===== src/rtl/bomber_pkg.sv =====
// bomber_pkg
// Shared types and defaults for the Bomberman player controller.
//   command_t : per-frame command from the input decoder
//   pstate_t  : player FSM state as seen on the state output
//   dir_t     : glide direction latched when a move starts
//   tile_to_px: converts a tile index into the pixel coordinate of its top-left corner
package bomber_pkg;

    typedef enum logic [2:0] {
        CMD_UP       = 3'd0,
        CMD_DOWN     = 3'd1,
        CMD_LEFT     = 3'd2,
        CMD_RIGHT    = 3'd3,
        CMD_SET_BOMB = 3'd4,
        CMD_NO_OP    = 3'd5
    } command_t;

    typedef enum logic [1:0] {
        IDLE = 2'd0,
        MOVE = 2'd1,
        DEAD = 2'd2
    } pstate_t;

    // Encoded to match the low two bits of the direction commands.
    typedef enum logic [1:0] {
        DIR_UP    = 2'd0,
        DIR_DOWN  = 2'd1,
        DIR_LEFT  = 2'd2,
        DIR_RIGHT = 2'd3
    } dir_t;

    localparam int TILE_W_DEF = 64;
    localparam int TILE_H_DEF = 48;
    localparam int MAP_W_DEF  = 10;
    localparam int MAP_H_DEF  = 10;

    function automatic logic [9:0] tile_to_px(input logic [3:0] tile, input int tile_size);
        return 10'(int'(tile) * tile_size);
    endfunction

endpackage


===== src/rtl/player_ctrl_if.sv =====
// player_ctrl_if
// Bomb placement handshake between a player controller and the bomb manager.
//   bomb_req   : placement request, held until bomb_ack
//   bomb_tx/ty : tile of the requested bomb
//   bomb_power : blast radius of the requested bomb
//   bomb_ack   : bomb manager accepted the request
// master = player controller, slave = bomb manager.
interface player_ctrl_if;

    logic       bomb_req;
    logic [3:0] bomb_tx;
    logic [3:0] bomb_ty;
    logic [3:0] bomb_power;
    logic       bomb_ack;

    modport master (
        output bomb_req,
        output bomb_tx,
        output bomb_ty,
        output bomb_power,
        input  bomb_ack
    );

    modport slave (
        input  bomb_req,
        input  bomb_tx,
        input  bomb_ty,
        input  bomb_power,
        output bomb_ack
    );

endinterface


===== src/rtl/player_ctrl_stats.sv =====
// player_stats
// Bomb inventory and blast power counters for one player.
//   clk, rst_n  : frame clock, asynchronous active-low reset
//   take        : accepted bomb request (inventory -1)
//   done        : one of this player's bombs exploded (inventory +1)
//   pu_bomb     : bomb-count power-up (inventory +1)
//   pu_power    : blast-power power-up (power +1)
//   respawn     : reload both counters with their initial values
//   bombs_left  : bombs currently available, saturates at MAX_BOMBS
//   power       : blast radius, saturates at MAX_POWER
module player_stats #(
    parameter int BOMBS_INIT = 1,
    parameter int MAX_BOMBS  = 8,
    parameter int POWER_INIT = 1,
    parameter int MAX_POWER  = 7
) (
    input  logic       clk,
    input  logic       rst_n,
    input  logic       take,
    input  logic       done,
    input  logic       pu_bomb,
    input  logic       pu_power,
    input  logic       respawn,
    output logic [3:0] bombs_left,
    output logic [3:0] power
);

    logic [4:0] bomb_sum;
    logic [3:0] bombs_next;
    logic [3:0] power_next;

    // All increments and the decrement are summed first and saturated once,
    // so coincident done + pu_bomb give +2 and ack + done cancel out.
    always_comb begin
        bomb_sum = {1'b0, bombs_left} + {4'd0, done} + {4'd0, pu_bomb};
        if (take) begin
            bomb_sum = bomb_sum - 5'd1;
        end
        bombs_next = (bomb_sum > 5'(MAX_BOMBS)) ? 4'(MAX_BOMBS) : bomb_sum[3:0];
        power_next = (pu_power && (power < 4'(MAX_POWER))) ? power + 4'd1 : power;
    end

    always_ff @(posedge clk or negedge rst_n) begin
        if (!rst_n) begin
            bombs_left <= 4'(BOMBS_INIT);
            power      <= 4'(POWER_INIT);
        end else if (respawn) begin
            bombs_left <= 4'(BOMBS_INIT);
            power      <= 4'(POWER_INIT);
        end else begin
            bombs_left <= bombs_next;
            power      <= power_next;
        end
    end

endmodule


===== src/rtl/player_ctrl.sv =====
// player_ctrl
// Per-player Bomberman controller: tile-to-tile glides, bomb placement handshake,
// death and timed respawn.
//   frame_clk, Reset_n : frame clock, asynchronous active-low reset
//   command, enabled   : per-frame command; enabled=0 treats it as no_op
//   probe_tx/ty        : tile being checked against the map (combinational)
//   probe_blocked      : map lookup result for the probe tile
//   player_x/y         : pixel position (top-left of the player sprite)
//   tile_x/y           : current tile, updated when a glide completes
//   state, alive       : FSM state and state != DEAD
//   bomb               : bomb placement handshake (master side)
//   bomb_done          : one of this player's bombs exploded
//   pu_bomb, pu_power  : power-up pulses
//   hit                : player is inside a blast
//   bombs_left         : bombs currently available
module player_ctrl
    import bomber_pkg::*;
#(
    parameter int TILE_W         = TILE_W_DEF,
    parameter int TILE_H         = TILE_H_DEF,
    parameter int MAP_W          = MAP_W_DEF,
    parameter int MAP_H          = MAP_H_DEF,
    parameter int X_STEP         = 8,
    parameter int Y_STEP         = 6,
    parameter int INIT_TX        = 1,
    parameter int INIT_TY        = 1,
    parameter int BOMBS_INIT     = 1,
    parameter int MAX_BOMBS      = 8,
    parameter int POWER_INIT     = 1,
    parameter int MAX_POWER      = 7,
    parameter int RESPAWN_FRAMES = 60
) (
    input  logic                 frame_clk,
    input  logic                 Reset_n,
    input  command_t             command,
    input  logic                 enabled,
    output logic [3:0]           probe_tx,
    output logic [3:0]           probe_ty,
    input  logic                 probe_blocked,
    output logic [9:0]           player_x,
    output logic [9:0]           player_y,
    output logic [3:0]           tile_x,
    output logic [3:0]           tile_y,
    output pstate_t              state,
    output logic                 alive,
    player_ctrl_if.master        bomb,
    input  logic                 bomb_done,
    input  logic                 pu_bomb,
    input  logic                 pu_power,
    input  logic                 hit,
    output logic [3:0]           bombs_left
);

    localparam int STEPS_H = TILE_W / X_STEP;
    localparam int STEPS_V = TILE_H / Y_STEP;

    dir_t        dir;
    logic [7:0]  step_cnt;
    logic [3:0]  target_tx;
    logic [3:0]  target_ty;
    logic [15:0] respawn_cnt;
    logic        bomb_req_r;
    logic [3:0]  bomb_tx_r;
    logic [3:0]  bomb_ty_r;
    logic [3:0]  power_latched;
    logic [3:0]  power_cur;

    logic        is_dir;
    logic        out_of_grid;
    logic        move_ok;
    logic        last_step;
    logic        ack_take;
    logic        bomb_accept;
    logic        respawn;

    // Neighbour tile for a direction command. Leaving the grid counts as
    // blocked and the probe then stays on the current tile, which also keeps
    // 0-1 from wrapping around to 15.
    always_comb begin
        is_dir      = (command == CMD_UP) || (command == CMD_DOWN) ||
                      (command == CMD_LEFT) || (command == CMD_RIGHT);
        out_of_grid = 1'b0;
        probe_tx    = tile_x;
        probe_ty    = tile_y;
        case (command)
            CMD_UP: begin
                if (tile_y == 4'd0) out_of_grid = 1'b1;
                else                probe_ty    = tile_y - 4'd1;
            end
            CMD_DOWN: begin
                if (tile_y == 4'(MAP_H - 1)) out_of_grid = 1'b1;
                else                         probe_ty    = tile_y + 4'd1;
            end
            CMD_LEFT: begin
                if (tile_x == 4'd0) out_of_grid = 1'b1;
                else                probe_tx    = tile_x - 4'd1;
            end
            CMD_RIGHT: begin
                if (tile_x == 4'(MAP_W - 1)) out_of_grid = 1'b1;
                else                         probe_tx    = tile_x + 4'd1;
            end
            default: begin
                out_of_grid = 1'b0;
            end
        endcase
    end

    // A coincident hit wins over an ack, so the ack is neither taken nor
    // charged against the inventory in that case.
    assign move_ok     = enabled && is_dir && !out_of_grid && !probe_blocked;
    assign ack_take    = bomb_req_r && bomb.bomb_ack && (state != DEAD) && !hit;
    assign bomb_accept = enabled && (command == CMD_SET_BOMB) && !bomb_req_r &&
                         (bombs_left != 4'd0);
    assign respawn     = (state == DEAD) && (respawn_cnt == 16'd0);
    assign last_step   = ((dir == DIR_LEFT) || (dir == DIR_RIGHT)) ?
                         (step_cnt == 8'(STEPS_H - 1)) : (step_cnt == 8'(STEPS_V - 1));
    assign alive       = (state != DEAD);

    assign bomb.bomb_req   = bomb_req_r;
    assign bomb.bomb_tx    = bomb_tx_r;
    assign bomb.bomb_ty    = bomb_ty_r;
    assign bomb.bomb_power = bomb_req_r ? power_latched : power_cur;

    player_stats #(
        .BOMBS_INIT (BOMBS_INIT),
        .MAX_BOMBS  (MAX_BOMBS),
        .POWER_INIT (POWER_INIT),
        .MAX_POWER  (MAX_POWER)
    ) u_stats (
        .clk        (frame_clk),
        .rst_n      (Reset_n),
        .take       (ack_take),
        .done       (bomb_done),
        .pu_bomb    (pu_bomb && alive),
        .pu_power   (pu_power && alive),
        .respawn    (respawn),
        .bombs_left (bombs_left),
        .power      (power_cur)
    );

    // Player FSM, glide counter and bomb request. The respawn counter is
    // loaded with RESPAWN_FRAMES-1 so the player spends exactly
    // RESPAWN_FRAMES frames in DEAD, including the frame it entered.
    always_ff @(posedge frame_clk or negedge Reset_n) begin
        if (!Reset_n) begin
            state         <= IDLE;
            tile_x        <= 4'(INIT_TX);
            tile_y        <= 4'(INIT_TY);
            player_x      <= tile_to_px(4'(INIT_TX), TILE_W);
            player_y      <= tile_to_px(4'(INIT_TY), TILE_H);
            dir           <= DIR_UP;
            step_cnt      <= 8'd0;
            target_tx     <= 4'(INIT_TX);
            target_ty     <= 4'(INIT_TY);
            respawn_cnt   <= 16'd0;
            bomb_req_r    <= 1'b0;
            bomb_tx_r     <= 4'd0;
            bomb_ty_r     <= 4'd0;
            power_latched <= 4'(POWER_INIT);
        end else if ((state != DEAD) && hit) begin
            state       <= DEAD;
            bomb_req_r  <= 1'b0;
            respawn_cnt <= 16'(RESPAWN_FRAMES - 1);
        end else begin
            case (state)
                IDLE: begin
                    if (bomb_accept) begin
                        bomb_req_r    <= 1'b1;
                        bomb_tx_r     <= tile_x;
                        bomb_ty_r     <= tile_y;
                        power_latched <= power_cur;
                    end
                    if (move_ok) begin
                        dir       <= dir_t'(command[1:0]);
                        step_cnt  <= 8'd0;
                        target_tx <= probe_tx;
                        target_ty <= probe_ty;
                        state     <= MOVE;
                    end
                end
                MOVE: begin
                    case (dir)
                        DIR_UP:    player_y <= player_y - 10'(Y_STEP);
                        DIR_DOWN:  player_y <= player_y + 10'(Y_STEP);
                        DIR_LEFT:  player_x <= player_x - 10'(X_STEP);
                        default:   player_x <= player_x + 10'(X_STEP);
                    endcase
                    step_cnt <= step_cnt + 8'd1;
                    if (last_step) begin
                        tile_x <= target_tx;
                        tile_y <= target_ty;
                        state  <= IDLE;
                    end
                end
                DEAD: begin
                    if (respawn_cnt == 16'd0) begin
                        state    <= IDLE;
                        tile_x   <= 4'(INIT_TX);
                        tile_y   <= 4'(INIT_TY);
                        player_x <= tile_to_px(4'(INIT_TX), TILE_W);
                        player_y <= tile_to_px(4'(INIT_TY), TILE_H);
                    end else begin
                        respawn_cnt <= respawn_cnt - 16'd1;
                    end
                end
                default: begin
                    state <= IDLE;
                end
            endcase
            if (ack_take) begin
                bomb_req_r <= 1'b0;
            end
        end
    end

endmodule


===== src/flat_wrapper.sv =====
// flat-port wrapper written by rule: the top's interface ports become plain ports
module player_ctrl_flat import bomber_pkg::*;
#(
    parameter int TILE_W         = TILE_W_DEF,
    parameter int TILE_H         = TILE_H_DEF,
    parameter int MAP_W          = MAP_W_DEF,
    parameter int MAP_H          = MAP_H_DEF,
    parameter int X_STEP         = 8,
    parameter int Y_STEP         = 6,
    parameter int INIT_TX        = 1,
    parameter int INIT_TY        = 1,
    parameter int BOMBS_INIT     = 1,
    parameter int MAX_BOMBS      = 8,
    parameter int POWER_INIT     = 1,
    parameter int MAX_POWER      = 7,
    parameter int RESPAWN_FRAMES = 60
)
  (frame_clk, Reset_n, command, enabled, probe_tx, probe_ty, probe_blocked, player_x, player_y, tile_x, tile_y, state, alive, bomb_done, pu_bomb, pu_power, hit, bombs_left, bomb_bomb_req, bomb_bomb_tx, bomb_bomb_ty, bomb_bomb_power, bomb_bomb_ack);
  player_ctrl_if bomb_i ();
  input  logic frame_clk;
  input  logic Reset_n;
  input  command_t command;
  input  logic enabled;
  output logic [3:0] probe_tx;
  output logic [3:0] probe_ty;
  input  logic probe_blocked;
  output logic [9:0] player_x;
  output logic [9:0] player_y;
  output logic [3:0] tile_x;
  output logic [3:0] tile_y;
  output pstate_t state;
  output logic alive;
  input  logic bomb_done;
  input  logic pu_bomb;
  input  logic pu_power;
  input  logic hit;
  output logic [3:0] bombs_left;
  output wire logic [$bits(bomb_i.bomb_req)-1:0] bomb_bomb_req;
  output wire logic [$bits(bomb_i.bomb_tx)-1:0] bomb_bomb_tx;
  output wire logic [$bits(bomb_i.bomb_ty)-1:0] bomb_bomb_ty;
  output wire logic [$bits(bomb_i.bomb_power)-1:0] bomb_bomb_power;
  input wire logic [$bits(bomb_i.bomb_ack)-1:0] bomb_bomb_ack;
  assign bomb_bomb_req = bomb_i.bomb_req;
  assign bomb_bomb_tx = bomb_i.bomb_tx;
  assign bomb_bomb_ty = bomb_i.bomb_ty;
  assign bomb_bomb_power = bomb_i.bomb_power;
  assign bomb_i.bomb_ack = bomb_bomb_ack;
  player_ctrl #(.TILE_W(TILE_W), .TILE_H(TILE_H), .MAP_W(MAP_W), .MAP_H(MAP_H), .X_STEP(X_STEP), .Y_STEP(Y_STEP), .INIT_TX(INIT_TX), .INIT_TY(INIT_TY), .BOMBS_INIT(BOMBS_INIT), .MAX_BOMBS(MAX_BOMBS), .POWER_INIT(POWER_INIT), .MAX_POWER(MAX_POWER), .RESPAWN_FRAMES(RESPAWN_FRAMES)) u_core (.frame_clk(frame_clk), .Reset_n(Reset_n), .command(command), .enabled(enabled), .probe_tx(probe_tx), .probe_ty(probe_ty), .probe_blocked(probe_blocked), .player_x(player_x), .player_y(player_y), .tile_x(tile_x), .tile_y(tile_y), .state(state), .alive(alive), .bomb(bomb_i), .bomb_done(bomb_done), .pu_bomb(pu_bomb), .pu_power(pu_power), .hit(hit), .bombs_left(bombs_left));
endmodule

===== config.mk =====
export PLATFORM = sky130hd
export DESIGN_NAME = player_ctrl_flat
export DESIGN_NICKNAME = d
export VERILOG_FILES = /design/src/rtl/bomber_pkg.sv /design/src/rtl/player_ctrl_if.sv /design/src/rtl/player_ctrl_stats.sv /design/src/rtl/player_ctrl.sv /design/src/flat_wrapper.sv
export SDC_FILE = /design/constraint.sdc
export NUM_CORES = 1
export LEC_CHECK = 0
export CAP_MARGIN = 20
export CORE_ASPECT_RATIO = 1.4
export CORE_MARGIN = 1
export CORE_UTILIZATION = 56
export CTS_CLUSTER_SIZE = 10
export DETAILED_ROUTE_END_ITERATION = 6
export PLACE_DENSITY = 0.77
export SLEW_MARGIN = 20
export SYNTH_ARGS = -nofsm -noshare
export SYNTH_HDL_FRONTEND = slang
export SYNTH_SLANG_ARGS = --single-unit

===== constraint.sdc =====
create_clock -name frame_clk -period 3.9 [get_ports frame_clk]
set_input_delay 0.78 -clock frame_clk [delete_from_list [all_inputs] [get_ports frame_clk]]
set_output_delay 0.78 -clock frame_clk [all_outputs]
set_load 0.02 [all_outputs]

==> results of run 1 <==
## cells in the mapped netlist, types with 3 or more instances
cell and n:
o211ai_1 6, buf_6 3, a31o_1 3, a21oi_1 26, nor2b_1 10, dfrtp_1 71
mux2_2 11, o2111ai_1 3, clkbuf_1 9, nor3b_1 6, xnor2_1 16, or3_1 4
a21boi_0 3, a21o_1 4, xor2_1 11, buf_4 4, and3_1 5, nor4_1 7
buf_2 3, a31oi_1 6, mux2i_1 4, inv_1 26, o21ai_1 20, o31ai_1 4
dfstp_2 10, a41oi_1 3, nand3_1 19, nor2_1 31, or4_1 5, ha_1 26
o21ai_0 20, nor3_1 12, fa_1 3, a211oi_1 4, nand2b_1 8, mux2_4 10
nand2_1 52
## critical path, delay by kind of cell
kind                   cells  cell delay, ns
and+or+nand+nor            1            0.23
AOI/OAI and AO/OA          4            0.70
buffers and inverters      2            1.18
## metal layers
| metal | GRT usage [%] | vias to the layer above |
|---|---|---|
| met3 | 5.040 | 18 |
| met4 | 11.46 | 0 |
| met5 | 0 | - |
| li1 | - | 1970 |
| met2 | 46.33 | 94 |
| met1 | 31.66 | 2049 |
## layout by cell type, fill, tap and decap left out, types with 5 or more instances in the layout
cell              n
o211ai_1          6
mux2_2           11
and3_1            5
nor2_1           30
mux2_4           10
o21ai_1          20
inv_1            26
ha_1             26
xnor2_1          16
nor2b_1          10
or4_1             5
dfstp_2          10
a31oi_1           6
nand2b_1          8
nor4_1            7
nand2_1          52
clkdlybuf4s50_1  62
buf_4             8
nor3_1           11
o21ai_0          20
nand3_1          19
dfrtp_1          71
a21oi_1          26
clkbuf_16         9
xor2_1           11
nor3b_1           6
## flip-flops by register name, indices dropped and copies added (netlist names), 4 cells and up
name / count
u_core.respawn_cnt: 16
u_core.player_y: 9
u_core.step_cnt: 8
u_core.player_x: 7
u_core.bomb.bomb_tx: 4
u_core.bomb.bomb_ty: 4
u_core.power_latched: 4
u_core.target_tx: 4
u_core.target_ty: 4
u_core.tile_x: 4
u_core.tile_y: 4
u_core.u_stats.bombs_left: 4
u_core.u_stats.power: 4
## power breakdown
group	total, uW	leakage [uW]	switching [uW]	internal, uW
Combinational	2610	0.00142	1440	1170
Sequential	1400	0.00103	273	1130
Clock	770	0.000128	327	443
## final cells by class
class                   instances  area share (%)
well taps                     105           2.201
repair buffers                 71           11.59
clock buffers                  12           4.129
inverters                      26           1.635
multi-input cells             388           45.99
clock inverters                 3          0.2934
flip-flops and latches         81           34.16
## stage by stage
stage / utilization [%] / total power, uW / setup WS, ns
after floorplan: - / 3144 / 0.4841
after global placement: 66.15 / 3915 / 0.2151
after detailed placement: 66.15 / 3999 / 0.1475
after CTS: 69.22 / 4801 / 0.1124
after global routing: 69.35 / 5126 / 0.1008
final: 69.35 / 4781 / 0.2239
## cell families after synthesis
group	count (synthesis)	share of synthesized area, %
other cells	1	0.07530
compound gates	122	16.11
fa+ha+maj	29	7.739
xor+xnor	27	4.749
flops	81	40.95
buf+inv	46	4.296
simple gates	181	19.77
mux	25	6.307
## worst paths after layout
path	startpoint	endpoint	slack [ns]	cells past startpoint
worst max-delay path	command[1]	probe_ty[2]	0.22	7
worst min-delay path	Reset_n	u_core.power_latched[2]	0.47	1
worst max register to register	u_core.state[0]	u_core.u_stats.bombs_left[1]	0.80	13
worst min register to register	u_core.respawn_cnt[15]	u_core.respawn_cnt[15]	0.48	1
max in group asynchronous	Reset_n	u_core.step_cnt[0]	2.91	1
min in group frame_clk	u_core.respawn_cnt[15]	u_core.respawn_cnt[15]	0.48	1
## timing repair
action	CTS	global route
endpoints found under the setup margin	0	3
gates resized for setup	0	2
endpoints found under the hold margin	0	0
==> metrics.cfg, run 1 <==
[run_status]
outcome = completed

[sta]
tns_ns = 0
maxSlewViolCount = 0
max_freq_mhz = 272.0
whs_ns = 0.4675
hold_viol_final = 0
fin_crit_ns = 3.676
setup_viol = 0
fin_skew_ns = 0.004539
tightest_slew_ns = 0.7956
min_period_over_period_pct = 94.26
rsz0062_at_grt = false
slew_headroom_pct = 46.55

[synth]
synth-edff-count = 0
ys_async_sr_fraction_pct = 100.0
syn_area_per_cell_um2 = 9.726
syn_inst = 512
syn_area_mm2 = 0.004980
synth_area_leaders = dfrtp_1 (36%), ha_1 (6.5%), dfstp_2 (5.3%)
yosys.area.top_type = dfrtp_1
synth_ff_type = dfrtp_1
ys_seq_area_share_pct = 40.95
yosys_warnings = 0
synth_cell_types = 72
netlist.area_leader.share_pct = 35.68
ys_ff_latch = 81

[clocking]
cts_setup_buffers = 0
root_buffer = clkbuf_16
cts_num_sinks = 81
path_clk_slew_ns = 0.06
cts_tree = built
cts_buffers = 9
htreeDepth = 3
insertion_delay_ns = 0.34
cts_hold_repair.buffers = 0
clockBufferDepth = 2

[critical_path]
path_common_cell = clkdlybuf4s50_1
worst-path-max-fanout = 6
cp.arrival_ns = 2.90
critical_path_class = in -> out
max_stage_delay_ns = 0.65
slowest_stage = clkdlybuf4s50_1
startpoint_type = input pin
path_cells = clkdlybuf4s50_1 > nor2_2 > o211ai_1 > o22ai_1 > a21oi_1 > a31oi_1 > clkdlybuf4s50_1
end_kind = output pin
cp.required_ns = 3.12

[finish]
multi_input_area_mm2 = 0.002745
diodes = 0
final_cells = 686
fill_cells = 681
fin_nets = 618
drive_gt1_share_pct = 12.05
syn_to_final_growth_pct = 19.87
final_area_mm2 = 0.005969
layout.area.seq_mm2 = 0.002039

[power]
ir_worst_vdd_v = 0.0004586
p_leak_uw = 0.002581
power_density_mw_per_mm2 = 800.9

[drt]
met3WireLength_um = 483
vias = 4131
drc = 0
met2WireLength_um = 5869
drt-met1-wl_um = 4785
viasPerCell = 6.022
first_pass_iters = 4
routed_wl_um = 11370
ant_nets = 0
dr.max_layer_used = met4
wl_per_cell_um = 16.58
drtIter0Drc = 204

[floorplanning]
coreArea_mm2 = 0.008608
rows = 40
die_y_um = 113.6
ioPinCount = 68
start_util_pct = 57.85
die-width_um = 81.70
die_area_mm2 = 0.009279

[placed_design]
placed_cells = 671
gp_congestion = 0.8795
io_buffers = 63
placed_area_mm2 = 0.005694
detailed_place_hpwl_um = 8237

[global_routing]
grt_pass1_vias = 4088
grt_first_pass_wirelength_um = 18950
grt_start_max_net_pins = 82
grt_remaining_overflow = 0
grt_util_all_layers_pct = 26.74
antenna_found_initial = 0

[min_path]
hold_class = in -> async

[run]
drv_cap = 0

Note: power is estimated with default switching activity, not from simulation.
==> run 2, diff against run 1 <==
- CAP_MARGIN: 20 -> default
==> results of run 2 <==
Same layout as run 1: the final DEF is identical, and so are final timing and power.
==> run 3, diff against run 2 <==
- CORE_UTILIZATION: 56 -> 57
- CTS_BUF_LIST: default -> sky130_fd_sc_hd__clkbuf_4 sky130_fd_sc_hd__clkbuf_8
- PLACE_DENSITY: 0.77 -> 0.78
==> run 3 against run 2 <==
Effect of this change:
- die area down 1.7%
- critical path depth stayed put
- highest routed layer unchanged
- sequential power about the same
- sequential share of layout area increased by 0.34 points
==> metrics.cfg, run 3 (synthesis gave the netlist of run 1 again) <==
[run_status]
outcome = completed

[critical_path]
startpoint_type = input pin
worst-path-max-fanout = 6
r2r_start = u_core.state[0]
critical_path_class = in -> out
cp.required_ns = 3.12
cp.arrival_ns = 3.03
end_kind = output pin
cp-startpoint = command[1]

[clocking]
path_clk_slew_ns = 0.08
clockBufferDepth = 2
cts_num_sinks = 81
htreeDepth = 3
cts_setup_buffers = 0
cts_buffers = 9
cts_tree = built
cts_hold_repair.buffers = 0
root_buffer = clkbuf_8
insertion_delay_ns = 0.36

[power]
ir_worst_vdd_v = 0.0004462
p_leak_uw = 0.002556
power_density_mw_per_mm2 = 786.0

[floorplanning]
die_y_um = 112.6
die-width_um = 81.00
coreArea_mm2 = 0.008508
start_util_pct = 58.53
ioPinCount = 68
die_area_mm2 = 0.009120
rows = 40

[sta]
tightest_slew_ns = 0.8061
setup_viol = 0
maxSlewViolCount = 0
fin_crit_ns = 3.811
min_period_over_period_pct = 97.73
tns_ns = 0
max_freq_mhz = 262.4
rsz0062_at_grt = false
slew_headroom_pct = 45.84
hold_viol_final = 0
setup_slack_ns = 0.08860
fin_skew_ns = 0.01113

[run]
drv_cap = 0

[global_routing]
antenna_found_initial = 0
grt_start_max_net_pins = 82
grt_remaining_overflow = 0
grtUsageMet2_pct = 47.34
busiest_layer = met2
grt_first_pass_wirelength_um = 19130
grt_pass1_vias = 4119
grt_util_all_layers_pct = 27.15
grt.met3_usage_pct = 5.285
met1_usage_pct = 32.36

[placed_design]
place_ws_ns = 0.1009
detailed_place_hpwl_um = 8268
gp_congestion = 0.9181
io_buffers = 63

[drt]
vias = 4101
drc = 0
routed_wl_um = 11480
drtIter0Drc = 258
ant_nets = 0
first_pass_iters = 5
viasPerCell = 5.961
wl_per_cell_um = 16.69

[finish]
drive_gt1_share_pct = 12.52
fill_cells = 663
fin_nets = 619
syn_to_final_growth_pct = 18.69
largest_reg_flops = 16
top_register = u_core.respawn_cnt
diodes = 0
layout_commonest_cell = dfrtp_1
top_regs = u_core.respawn_cnt: 16 flops, u_core.player_y: 9 flops, u_core.step_cnt: 8 flops
mostFrequentLayoutCells = dfrtp_1 (71), clkdlybuf4s50_1 (62), nand2_1 (52)

[min_path]
hold_class = in -> async

==> run 3: cell types whose count changed in the layout (fill, tap and decap cells not counted) <==
cell and change:
clkbuf_8 +9, bufinv_16 +1, clkbuf_16 -9, clkbuf_1 -2
nor2_1 +1, nor2_2 -1, buf_4 +1, clkbuf_4 +1
clkinvlp_4 +1
==> run 3: final cells by class <==
cell class                 count  area (um2)  area share (%)
inverter                      26       97.59           1.651
clock buffer                  11       145.1           2.456
clock inverter                 5       55.05          0.9314
sequential                    81        2039           34.50
multi-input combinational    388        2743           46.40
tap                          105       131.4           2.223
timing repair buffer          72       699.4           11.83
==> run 3: worst max-delay path, stage by stage <==
cell             delay [ns]
clkdlybuf4s50_1        0.49
nor2_1                 0.27
o211ai_1               0.22
o22ai_1                0.20
a21oi_1                0.10
a31oi_1                0.29
clkdlybuf4s50_1        0.67
==> run 3: what timing repair did <==
| item | in CTS | in global routing |
|---|---|---|
| hold endpoints to repair | 0 | 0 |
| endpoints found under the setup margin | 0 | 1 |
| resized for setup | 0 | 1 |
==> run 3: final timing paths <==
kind / endpoint / slack (ns) / depth (start not counted)
setup / recovery: probe_ty[2] / 0.09 / 7
hold / removal: u_core.power_latched[2] / 0.45 / 1
setup reg to reg: u_core.u_stats.bombs_left[1] / 0.87 / 14
hold reg to reg: u_core.respawn_cnt[15] / 0.48 / 1
max in group asynchronous: u_core.tile_x[1] / 2.94 / 1
min in group frame_clk: u_core.respawn_cnt[15] / 0.48 / 1
==> run 3: layer usage <==
layer	part of all wire, %	wire [um]	vias up
met5	0	0	-
met4	1.2	140	0
met3	4.2	480	14
met2	53	6132	111
met1	41	4729	2014
li1	-	-	1962
==> run 3: per-stage QoR <==
| step | util (%) | hold slack, ns | power [uW] | std cells | cell area, um2 |
|---|---|---|---|---|---|
| finish | 69.47 | 0.4503 | 4646 | 688 | 5911 |
| global placement | 67.01 | 0.4518 | 3914 | 672 | 5702 |
| CTS | 69.37 | 0.4797 | 4656 | 688 | 5902 |
| global route | 69.47 | 0.5026 | 4985 | 688 | 5911 |
| detailed placement | 67.01 | 0.4690 | 4014 | 672 | 5702 |
| floorplan | - | 0.4363 | 3144 | 515 | 4991 |
==> run 3: where the power goes <==
group	leakage, uW	internal, uW	switching, uW
clock	0.0000987	318	308
sequential	0.00103	1130	274
combinational	0.00143	1170	1450
total	0.00256	2620	2030
